`config.mk`:
```
export PLATFORM = sky130hd
export DESIGN_NAME = snake_head_ctrl
export DESIGN_NICKNAME = d
export VERILOG_FILES = /design/src/rtl/snake_head_ctrl.sv
export SDC_FILE = /design/constraint.sdc
export NUM_CORES = 1
export LEC_CHECK = 0
export ABC_AREA = 1
export CORE_UTILIZATION = 40
export CTS_CLUSTER_DIAMETER = 80
export DETAILED_ROUTE_END_ITERATION = 6
export SLEW_MARGIN = 20
export SYNTH_ARGS = -nofsm -noshare
export SYNTH_HDL_FRONTEND = slang
export SYNTH_SLANG_ARGS = --single-unit
```
`constraint.sdc`:
```
create_clock -name clk -period 4.25 [get_ports clk]
set_input_delay 0.6375 -clock clk [delete_from_list [all_inputs] [get_ports clk]]
set_output_delay 0.6375 -clock clk [all_outputs]
set_load 0.1 [all_outputs]
```
`src/rtl/snake_head_ctrl.sv`:
```
// rtl/snake_head_ctrl.sv - snake head position tracker with toroidal wrap and reversal filter
//
// Ports:
//   clk        system clock, rising edge
//   rst        asynchronous active-high reset
//   en         game running; 0 freezes movement and the tick counter
//   dir_valid  one-cycle strobe qualifying dir_req
//   dir_req    requested direction (0 up, 1 down, 2 left, 3 right)
//   num        registered head index row*COLS+col
//   row        registered head row
//   col        registered head column
//   dir        direction applied on the last move
//   step       one-cycle pulse in the cycle a new position first appears
module snake_head_ctrl #(
    parameter int ROWS      = 23,
    parameter int COLS      = 31,
    parameter int STEP_DIV  = 25_000_000,
    parameter int START_ROW = 11,
    parameter int START_COL = 15
) (
    input  logic        clk,
    input  logic        rst,
    input  logic        en,
    input  logic        dir_valid,
    input  logic [1:0]  dir_req,
    output logic [13:0] num,
    output logic [6:0]  row,
    output logic [6:0]  col,
    output logic [1:0]  dir,
    output logic        step
);

    localparam int CW = (STEP_DIV > 2) ? $clog2(STEP_DIV) : 1;

    localparam logic [1:0] DIR_UP    = 2'd0;
    localparam logic [1:0] DIR_DOWN  = 2'd1;
    localparam logic [1:0] DIR_LEFT  = 2'd2;
    localparam logic [1:0] DIR_RIGHT = 2'd3;

    localparam logic [CW-1:0] CNT_LAST  = CW'(STEP_DIV - 1);
    localparam logic [6:0]    ROW_LAST  = 7'(ROWS - 1);
    localparam logic [6:0]    COL_LAST  = 7'(COLS - 1);
    localparam logic [6:0]    ROW_START = 7'(START_ROW);
    localparam logic [6:0]    COL_START = 7'(START_COL);
    localparam logic [13:0]   NUM_START = 14'(START_ROW * COLS + START_COL);
    localparam logic [13:0]   D_ROW     = 14'(COLS);
    localparam logic [13:0]   D_HWRAP   = 14'(COLS - 1);
    localparam logic [13:0]   D_VWRAP   = 14'((ROWS - 1) * COLS);

    logic [CW-1:0] cnt;
    logic [1:0]    pend;
    logic [1:0]    pend_n;
    logic          accept;
    logic          terminal;
    logic          move;
    logic [6:0]    row_n;
    logic [6:0]    col_n;
    logic [13:0]   num_n;

    // Up/down and left/right differ only in bit 0, so the opposite of the
    // applied direction is dir ^ 1.
    assign accept   = dir_valid && (dir_req != (dir ^ 2'b01));
    assign pend_n   = accept ? dir_req : pend;
    assign terminal = (cnt == CNT_LAST);
    // The run/idle mode is en itself: a move needs en high in the
    // terminal-count cycle, so an en fall there leaves the counter parked.
    assign move     = en && terminal;

    // Next position from the effective pending direction; num moves by a
    // fixed delta so it never needs a multiply.
    always_comb begin
        row_n = row;
        col_n = col;
        num_n = num;
        case (pend_n)
            DIR_UP: begin
                if (row == 7'd0) begin
                    row_n = ROW_LAST;
                    num_n = num + D_VWRAP;
                end else begin
                    row_n = row - 7'd1;
                    num_n = num - D_ROW;
                end
            end
            DIR_DOWN: begin
                if (row == ROW_LAST) begin
                    row_n = 7'd0;
                    num_n = num - D_VWRAP;
                end else begin
                    row_n = row + 7'd1;
                    num_n = num + D_ROW;
                end
            end
            DIR_LEFT: begin
                if (col == 7'd0) begin
                    col_n = COL_LAST;
                    num_n = num + D_HWRAP;
                end else begin
                    col_n = col - 7'd1;
                    num_n = num - 14'd1;
                end
            end
            default: begin
                if (col == COL_LAST) begin
                    col_n = 7'd0;
                    num_n = num - D_HWRAP;
                end else begin
                    col_n = col + 7'd1;
                    num_n = num + 14'd1;
                end
            end
        endcase
    end

    always_ff @(posedge clk or posedge rst) begin
        if (rst) begin
            cnt  <= '0;
            pend <= DIR_RIGHT;
            dir  <= DIR_RIGHT;
            row  <= ROW_START;
            col  <= COL_START;
            num  <= NUM_START;
            step <= 1'b0;
        end else begin
            pend <= pend_n;
            step <= move;
            if (en) begin
                cnt <= terminal ? '0 : cnt + CW'(1);
            end
            if (move) begin
                dir <= pend_n;
                row <= row_n;
                col <= col_n;
                num <= num_n;
            end
        end
    end

endmodule

```
# ---- Word level (Yosys, flattened, before mapping)
# Index checks and enable logic that the tools add are counted.
dict set report classes {
  add_sub_neg 13
  eq_ne 6
  reduce_logical 9
  mux 13
  bitwise 2
}
# op count
set ops {}
lappend ops {{14-bit two-way mux} 4}
lappend ops {{14-bit case mux with 3 select lines} 1}
lappend ops {{14-bit by 5-bit adder with 14-bit output, second input constant} 2}
lappend ops {{7-bit two-way mux} 4}
lappend ops {{7-bit case mux with 2 select lines} 2}
lappend ops {{14-bit by 5-bit subtractor with 14-bit output, second input constant} 2}
lappend ops {{25-bit by 1-bit adder with 25-bit output, second input constant} 1}
lappend ops {{25-bit == test, second input constant} 1}
lappend ops {{25-bit two-way mux} 1}
lappend ops {{14-bit by 1-bit adder with 14-bit output, second input constant} 1}
lappend ops {{14-bit by 10-bit adder with 14-bit output, second input constant} 1}
lappend ops {{7-bit by 1-bit adder with 7-bit output, second input constant} 2}
lappend ops {{7-bit by 5-bit == test with 1-bit output, second input constant} 2}
lappend ops {{7-bit zero test} 2}
lappend ops {{14-bit by 1-bit subtractor with 14-bit output, second input constant} 1}
lappend ops {{14-bit by 10-bit subtractor with 14-bit output, second input constant} 1}
lappend ops {{7-bit by 1-bit subtractor with 7-bit output, second input constant} 2}
lappend ops {{2-bit AND reduction} 2}
lappend ops {{2-bit by 1-bit == test with 1-bit output, second input constant} 1}
lappend ops {{2-bit == test, second input constant} 1}
lappend ops {{1-bit logical AND} 2}
lappend ops {{2-bit zero test} 1}
lappend ops {{2-bit two-way mux} 1}
lappend ops {{2-bit != test} 1}
lappend ops {{other kinds (3)} 4}
dict set report word_totals {
  inputBits 6
  wordCells 50
  ff_bits 58
  output_inout_bits 31
}

# ---- Longest topological paths before layout
# Gate-level depths: netlist (run 1).
dict set report depth {
  ltp_word 8
  depth_mapped 16
  mapped_depth_nobuf 15
}

# ---- Least setup slack after synthesis (run 1)
# Ideal clock, no wire load.
dict set report synth_timing {
  path_kind {register to register}
  startpoint {reg num[1]}
  endpoint {reg num[7]}
  stages_incl_launch_ff 14
  n_path_buf 1
  setup_time_ns 0.117
  slack_ns 1.636
  required_ns 4.133
  arrival_ns 2.498
  synth_period_minus_slack_ns 2.614
  path_cell_list {dfrtp_1 buf_2 inv_1 ha_1 inv_1 nor2_1 a21oi_1 nand2_1 nand3_1 nand2_1 o21ai_0 nand3b_1 nand2_1 nand2_1}
}
dict set report synth_between {
  elab_chain_cells 3
  elab_cells_between_ends 13
  cone_classes {add/sub (8); mux (5)}
}
# element line_no
set synth_rtl {}
lappend synth_rtl {{from (decl)} 26} ;# output logic [13:0] num,
lappend synth_rtl {{from (signal assigned)} 134} ;# num <= num_n;
lappend synth_rtl {{14-bit by 1-bit adder with 14-bit output (tied with other cells)} 109} ;# num_n = num + 14'd1;
lappend synth_rtl {{14-bit two-way mux (on tied branches)} n/a}
lappend synth_rtl {{14-bit case mux with 3 select lines *} 75} ;# case (pend_n)
# Every way passes the cells marked *; elsewhere a longest branch is shown, timed or not.
# A chain may end at the register's enable or synchronous reset.

# ---- Worst setup path after layout (run 1)
dict set report layout_timing {
  startpoint {reg num[5]}
  endpoint {out num[5]}
}
# No word-level cell between the ends.

==> load_flow_metrics.sql, run 1 <==
INSERT INTO impl_metrics (metric_group, metric, value, unit) VALUES
('outcome', 'result_of_the_run', 'completed', ''),
('floorplanning', 'core.rowCount', '44', ''),
('route', 'drt_first_pass_iters', '5', ''),
('layout', 'final_util', '46.4', '%'),
('logic_synthesis', 'synth.area.top_cells', 'sky130_fd_sc_hd__nand2_1, sky130_fd_sc_hd__dfrtp_1, sky130_fd_sc_hd__nand3_1', ''),
('layout', 'final_area', '6740', 'um^2'),
('logic_synthesis', 'netlist_area', '5960', 'um^2'),
('pwr', 'seq_power_share', '35.3', '%'),
('placement', 'postPlaceCellArea', '6390', 'um^2'),
('setup_path', 'crit_slowest_cell', 'sky130_fd_sc_hd__clkdlybuf4s50_1', ''),
('setup_path', 'timing.critical_path.arrival', '2.33', 'ns'),
('global_route', 'grt-ovfl-total', '0', ''),
('logic_synthesis', 'synth_seq_cells', '58', ''),
('pwr', 'swShare', '30.4', '%'),
('timing', 'timing.clock.skew', '0.0143', 'ns'),
('timing', 'setup_total_negative_slack', '0', 'ns'),
('timing', 'max_freq', '0.336', 'GHz'),
('route', 'postRouteAntennaNets', '0', ''),
('global_route', 'grt_pass1_wl', '30300', 'um'),
('route', 'drc', '0', ''),
('logic_synthesis', 'synthCells', '1012', ''),
('timing', 'unrepaired_setup_endpoints_after_global_routing', 'no', ''),
('clock_tree', 'number_of_setup_buffers_added_after_cts', '0', ''),
('pwr', 'p_int', '1270', 'uW'),
('layout', 'antenna_cells', '0', ''),
('timing', 'hold_viol', '0', ''),
('setup_path', 'crit_path_start_kind', 'register', ''),
('floorplanning', 'core_area', '14500', 'um^2'),
('setup_path', 'critPathBufInv', '1', ''),
('setup_path', 'path_delay_family', 'buffers and inverters', ''),
('route', 'drtIter0Drc', '539', ''),
('timing', 'report.final.slew_viol_count', '0', ''),
('pwr', 'powerDensity', '270', 'nW/um^2'),
('setup_path', 'endpoint_kind', 'output pin', ''),
('logic_synthesis', 'net_count_of_the_mapped_netlist', '1029', ''),
('route', 'vias', '6529', ''),
('logic_synthesis', 'postSynth.asyncResetShare', '100', '%'),
('layout', 'finish.net_count', '1045', ''),
('placement', 'gp_congestion', '0.944', ''),
('route', 'detail_route.vias_per_cell', '5.36', ''),
('timing', 'worst_pin_slew', '0.989', 'ns'),
('route', 'post_drt_wl_per_cell', '15.2', 'um'),
('global_route', 'number_of_global_route_vias_before_repair', '6005', ''),
('floorplanning', 'boundaryPins', '37', ''),
('global_route', 'grt_antenna_before_repair', '0', ''),
('floorplanning', 'die_width', '124', 'um'),
('pwr', 'combinationalPowerShare', '16.2', '%'),
('logic_synthesis', 'synth_cell_type_count', '45', ''),
('timing', 'finalHoldWorstSlack', '0.496', 'ns'),
('floorplanning', 'die_area', '15400', 'um^2'),
('logic_synthesis', 'synth_warnings', '0', ''),
('timing', 'max-slew-margin-rel', '33.9', '%'),
('clock_tree', 'tritoncts', 'yes', ''),
('setup_path', 'timing_worst_setup_path_type', 'reg2out', ''),
('floorplanning', 'chipHeight', '124', 'um'),
('clock_tree', 'cts_hold_buf', '0', ''),
('timing', 'setup_failing_eps_final', '0', ''),
('clock_tree', 'clkTransAtPathRegs', '0.05', 'ns'),
('timing', 'timing.final.crit_share', '69.9', '%'),
('pwr', 'leakagePower', '0.00327', 'uW'),
('layout', 'n_fill_cell', '1576', ''),
('logic_synthesis', 'synth.top_cells.by_count', 'sky130_fd_sc_hd__nand2_1, sky130_fd_sc_hd__nor2_1, sky130_fd_sc_hd__nand3_1', ''),
('setup_path', 'cp_peak_stage_delay', '1.23', 'ns'),
('hold_path', 'min-delay-path-class', 'reg2reg', ''),
('route', 'drt_wl_total', '18500', 'um'),
('pwr', 'post-layout-total-power', '1820', 'uW'),
('logic_synthesis', 'post_synthesis_area_per_instance', '5.89', 'um^2'),
('layout', 'regArea', '1470', 'um^2'),
('layout', 'multi_input_logic_area', '3870', 'um^2'),
('clock_tree', 'clock-sinks', '58', ''),
('floorplanning', 'initial_utilization', '41.0', '%');
==> sequential cells by signal, indices dropped and copies added (netlist names) <==
name  cells
step      1
pend      2
col       7
row       7
num      14
dir       2
cnt      25
==> worst paths after layout <==
kind                            startpoint  endpoint  slack, ns  cells past startpoint
worst max register to register      col[0]   num[11]       1.49                     13
worst min-delay path                dir[1]    dir[1]       0.50                      2
min in group asynchronous              rst      step       0.76                      2
max in group asynchronous              rst    col[1]       2.61                      3
worst max-delay path                num[5]    num[5]       1.28                      1
worst min register to register      dir[1]    dir[1]       0.50                      2
==> power groups by stage <==
stage                     registers (uW)  clock network, uW  logic (uW)
after global placement               651                  0         299
after global routing                 647                921         338
after floorplan                      660                  0         218
after detailed placement             651                  0         298
after CTS                            642                900         299
final                                642                882         296
==> final cells by class <==
| type | count | area share, % |
|---|---|---|
| Timing Repair Buffer | 40 | 5.79 |
| Sequential cell | 58 | 21.8 |
| Multi-Input combinational cell | 804 | 57.4 |
| Inverter | 115 | 6.40 |
| Tap cell | 184 | 3.41 |
| Clock inverter | 7 | 1.86 |
| Clock buffer | 9 | 3.34 |
==> placed cells by master, fill, tap and decap left out, types with 4 or more instances in the layout <==
cell,synthesis,final
sky130_fd_sc_hd__nand2_1,336,336
sky130_fd_sc_hd__nor2_1,127,127
sky130_fd_sc_hd__nand3_1,122,122
sky130_fd_sc_hd__inv_1,107,106
sky130_fd_sc_hd__o21ai_0,59,59
sky130_fd_sc_hd__dfrtp_1,43,43
sky130_fd_sc_hd__clkdlybuf4s50_1,0,36
sky130_fd_sc_hd__xor2_1,27,27
sky130_fd_sc_hd__nand4_1,22,22
sky130_fd_sc_hd__a21oi_1,19,19
sky130_fd_sc_hd__nor3_1,18,18
sky130_fd_sc_hd__dfstp_2,15,15
sky130_fd_sc_hd__ha_1,11,11
sky130_fd_sc_hd__clkbuf_16,0,9
sky130_fd_sc_hd__o211ai_1,8,8
sky130_fd_sc_hd__nor2_4,7,7
sky130_fd_sc_hd__inv_2,5,6
sky130_fd_sc_hd__a31oi_1,6,6
sky130_fd_sc_hd__nor4_1,6,6
sky130_fd_sc_hd__buf_4,3,4
==> per-stage QoR <==
step / std cells / setup WS, ns
2_1_floorplan: 1012 / 1.64
3_3_place_gp: 1201 / 1.32
3_5_place_dp: 1201 / 1.27
4_1_cts: 1217 / 1.28
5_1_grt: 1217 / 1.23
6_report: 1217 / 1.28
==> logic make-up after synthesis <==
group	after synthesis	synth area share (%)
simple gates	660	48.4
compound gates	103	9.83
xor+xnor	30	4.41
fa+ha+maj	11	2.31
buf+inv	150	10.4
flops	58	24.7
==> per-layer routing <==
layer	vias to the layer above	routed length [um]	track usage, %
met1	2974	8320	33.8
met4	0	581	11.3
met2	217	8480	42.4
met5	-	0	0
li1	3297	-	-
met3	41	1160	3.43
Note: power is estimated with default switching activity, not from simulation.
==> run 2, diff against run 1 <==
Clock period 4.25 ns to 2.7 ns, I/O delays scaled along.
==> run 2 against run 1 <==
  * Non-clock buffer count grew 26
  * Combinational power grew 68%
  * Final area grew 0.96%
  * Die area is the same
  * Sequential share of layout area shrank 0.21 points
  * Utilization grew 0.45 points
  * Clock skew shrank 0.0039 ns
  * Routed wire length shrank 0.35%
  * Total power grew 44%
  * Worst hold slack lost 0.15 ns
  * Setup slack lost 0.94 ns
  * Register-to-register slack lost 1.2 ns
==> load_flow_metrics.sql, run 2 (synthesis results as in run 1) <==
INSERT INTO impl_metrics (metric_group, metric, value, unit) VALUES
('global_route', 'grt_antenna_before_repair', '0', ''),
('layout', 'final_cell_mix', 'sky130_fd_sc_hd__nand2_1, sky130_fd_sc_hd__nor2_1, sky130_fd_sc_hd__nand3_1', ''),
('floorplanning', 'die_width', '124', 'um'),
('clock_tree', 'tritoncts', 'yes', ''),
('placement', 'detailedPlacementHpwl', '13700', 'um'),
('placement', 'port_buffers', '36', ''),
('route', 'postRouteAntennaNets', '0', ''),
('timing', 'finalHoldWorstSlack', '0.350', 'ns'),
('route', 'post_drt_wl_per_cell', '14.9', 'um'),
('setup_path', 'rr_startpoint', 'col[0]', ''),
('setup_path', 'critical_path.reg2reg.endpoint', 'num[11]', ''),
('timing', 'max-slew-margin-rel', '60.1', '%'),
('timing', 'post-route-min-period', '2.36', 'ns'),
('pwr', 'clockPowerShare', '42.2', '%'),
('timing', 'timing.final.crit_share', '87.6', '%'),
('pwr', 'vdd_ir_drop_max', '274', 'uV'),
('layout', 'registers.top_by_ff_count', 'cnt', ''),
('pwr', 'powerDensity', '384', 'nW/um^2'),
('pwr', 'seq_power_share', '38.8', '%'),
('placement', 'postPlaceCellArea', '6540', 'um^2'),
('setup_path', 'crit_required', '2.94', 'ns'),
('route', 'drt_first_pass_iters', '6', ''),
('timing', 'unrepaired_setup_endpoints_after_global_routing', 'no', ''),
('job', 'timing.max_cap.violations', '0', ''),
('timing', 'timing.clock.skew', '0.0104', 'ns'),
('clock_tree', 'ctsHtreeMaxLevel', '3', ''),
('floorplanning', 'core.rowCount', '44', ''),
('global_route', 'grt_start_max_net_pins', '44', ''),
('route', 'drt_wl_total', '18500', 'um'),
('pwr', 'p_int', '1760', 'uW'),
('route', 'drc', '0', ''),
('clock_tree', 'root_buffer', 'sky130_fd_sc_hd__clkbuf_16', ''),
('clock_tree', 'clkTransAtPathRegs', '0.06', 'ns'),
('global_route', 'gr-usage-all-layers', '25.4', '%'),
('floorplanning', 'die_area', '15400', 'um^2'),
('layout', 'area_growth_syn_to_layout', '14.3', '%'),
('timing', 'worst_pin_slew', '0.598', 'ns'),
('timing', 'fin_ws', '0.336', 'ns'),
('clock_tree', 'clock-sinks', '58', ''),
('setup_path', 'crit_path_cell_trace', 'inv_1 -> ha_1 -> nand2_1 -> nor2_1 -> nand2_1 -> inv_1 -> nand3_1 -> nand2_1 -> nand2_1 -> nand3_1 -> nand3_1 -> nor2_1 -> nor2_1', ''),
('layout', 'multi_input_logic_area', '3870', 'um^2'),
('setup_path', 'crit_path_start_kind', 'register', ''),
('clock_tree', 'number_of_setup_buffers_added_after_cts', '0', ''),
('hold_path', 'min-delay-path-class', 'in2async', ''),
('clock_tree', 'cts_resized', '0', ''),
('timing', 'hold_viol', '0', ''),
('route', 'vias', '6515', ''),
('layout', 'mostFrequentLayoutCell', 'sky130_fd_sc_hd__nand2_1', ''),
('layout', 'reg_top3', 'cnt (25), num (14)', ''),
('global_route', 'grt-ovfl-total', '0', ''),
('layout', 'n_fill_cell', '1576', ''),
('setup_path', 'endpoint_kind', 'register', ''),
('setup_path', 'timing.critical_path.arrival', '2.60', 'ns'),
('layout', 'antenna_cells', '0', ''),
('layout', 'finish.net_count', '1071', ''),
('pwr', 'combinationalPowerShare', '19.0', '%'),
('setup_path', 'regToRegSetupSlack', '0.34', 'ns'),
('floorplanning', 'core_area', '14500', 'um^2'),
('setup_path', 'crit_slowest_cell', 'sky130_fd_sc_hd__inv_1', ''),
('global_route', 'grt_pass1_wl', '29900', 'um'),
('setup_path', 'path_delay_family', 'simple AND/OR/NAND/NOR gates', ''),
('setup_path', 'r2r.worst_path.cells', '13', ''),
('pwr', 'swShare', '32.9', '%'),
('route', 'drtIter0Drc', '622', ''),
('timing', 'max_freq', '0.423', 'GHz'),
('route', 'detail_route.vias_per_cell', '5.24', ''),
('placement', 'gp_congestion', '0.944', ''),
('layout', 'regArea', '1470', 'um^2'),
('setup_path', 'critical_path.most_common_cell', 'sky130_fd_sc_hd__nand2_1', ''),
('clock_tree', 'clk_path_buf_depth', '2', ''),
('pwr', 'psw', '861', 'uW'),
('layout', 'final_area', '6810', 'um^2'),
('outcome', 'result_of_the_run', 'completed', ''),
('timing', 'setup_total_negative_slack', '0', 'ns'),
('setup_path', 'cp_peak_stage_delay', '0.46', 'ns'),
('layout', 'drive_above_1_share', '11.8', '%'),
('global_route', 'number_of_global_route_vias_before_repair', '5873', ''),
('floorplanning', 'chipHeight', '124', 'um'),
('timing', 'report.final.slew_viol_count', '0', ''),
('setup_path', 'critPathBufInv', '2', ''),
('floorplanning', 'initial_utilization', '41.0', '%'),
('pwr', 'leakagePower', '0.00339', 'uW'),
('layout', 'number_of_flip_flops_in_the_largest_register', '25', ''),
('timing', 'setup_failing_eps_final', '0', ''),
('clock_tree', 'worstSkewPairLatency', '0.34', 'ns'),
('clock_tree', 'tritoncts.num_buffers', '9', ''),
('clock_tree', 'cts_hold_buf', '0', ''),
('placement', 'place_ws', '0.193', 'ns'),
('setup_path', 'worst-path-max-fanout', '13', ''),
('floorplanning', 'boundaryPins', '37', ''),
('setup_path', 'timing_worst_setup_path_type', 'reg2reg', '');
==> run 2: cell types whose count changed in the layout (fill, tap and decap cells not counted) <==
cell and change:
sky130_fd_sc_hd__buf_4 +55, sky130_fd_sc_hd__clkdlybuf4s50_1 -31, sky130_fd_sc_hd__bufinv_16 -3, sky130_fd_sc_hd__clkinv_2 +3
sky130_fd_sc_hd__clkinv_4 -3, sky130_fd_sc_hd__buf_12 +2, sky130_fd_sc_hd__clkinvlp_4 +2, sky130_fd_sc_hd__clkbuf_1 +1
sky130_fd_sc_hd__clkbuf_8 +1, sky130_fd_sc_hd__inv_6 -1
==> run 2: worst reg2reg max path: cells and delay by family (launching register included) <==
family / cells / cell delay, ns
adders and majority gates: 1 / 0.20
and+or+nand+nor: 10 / 1.08
DFF: 1 / 0.39
buffers and inverters: 2 / 0.61
==> run 2: power groups by stage <==
| stage | registers, uW | clock network, uW | logic, uW |
|---|---|---|---|
| 2_1_floorplan | 1040 | 0 | 343 |
| 3_3_place_gp | 1030 | 0 | 496 |
| 3_5_place_dp | 1030 | 0 | 501 |
| 4_1_cts | 1010 | 1130 | 502 |
| 5_1_grt | 1030 | 1170 | 563 |
| 6_report | 1010 | 1100 | 498 |
==> run 2: how the worst max path moves through the flow <==
stage                from      end  slack (ns)  depth (start not counted)
3_3_place_gp   dir_req[0]   col[2]        0.22                         14
5_1_grt            col[0]   num[9]        0.16                         13
2_1_floorplan      num[1]   num[7]        0.09                         13
3_5_place_dp   dir_req[0]   num[0]        0.19                         14
6_report           col[0]  num[11]        0.34                         13
4_1_cts            col[0]  num[11]        0.40                         13
==> run 2: metrics by stage <==
| stage | total power, uW | utilization (%) | std cells |
|---|---|---|---|
| global route | 2750 | 46.8 | 1243 |
| detailed placement | 1530 | 45.0 | 1227 |
| CTS | 2650 | 46.8 | 1243 |
| global placement | 1520 | 45.0 | 1227 |
| floorplan | 1380 | - | 1012 |
| finish | 2620 | 46.8 | 1243 |
==> run 2: routing by layer <==
metal	vias up	routed length, um	global-route usage, %
li1	3360	-	-
met1	2926	8530	33.0
met2	184	8450	42.0
met3	45	947	4.67
met4	0	544	9.23
met5	-	0	0
==> run 2: final cells by class <==
cell class	count	area share (%)
Timing Repair Buffer	66	7.83
Multi-Input combinational cell	804	56.8
Sequential cell	58	21.6
Clock buffer	11	3.57
Clock inverter	5	0.441
Tap cell	184	3.38
Inverter	115	6.34
==> run 3, diff against run 2 <==
Settings changed: SLEW_MARGIN 20 to 10.
==> results of run 3 <==
No change in the layout: final DEF, timing and power equal those of run 2.
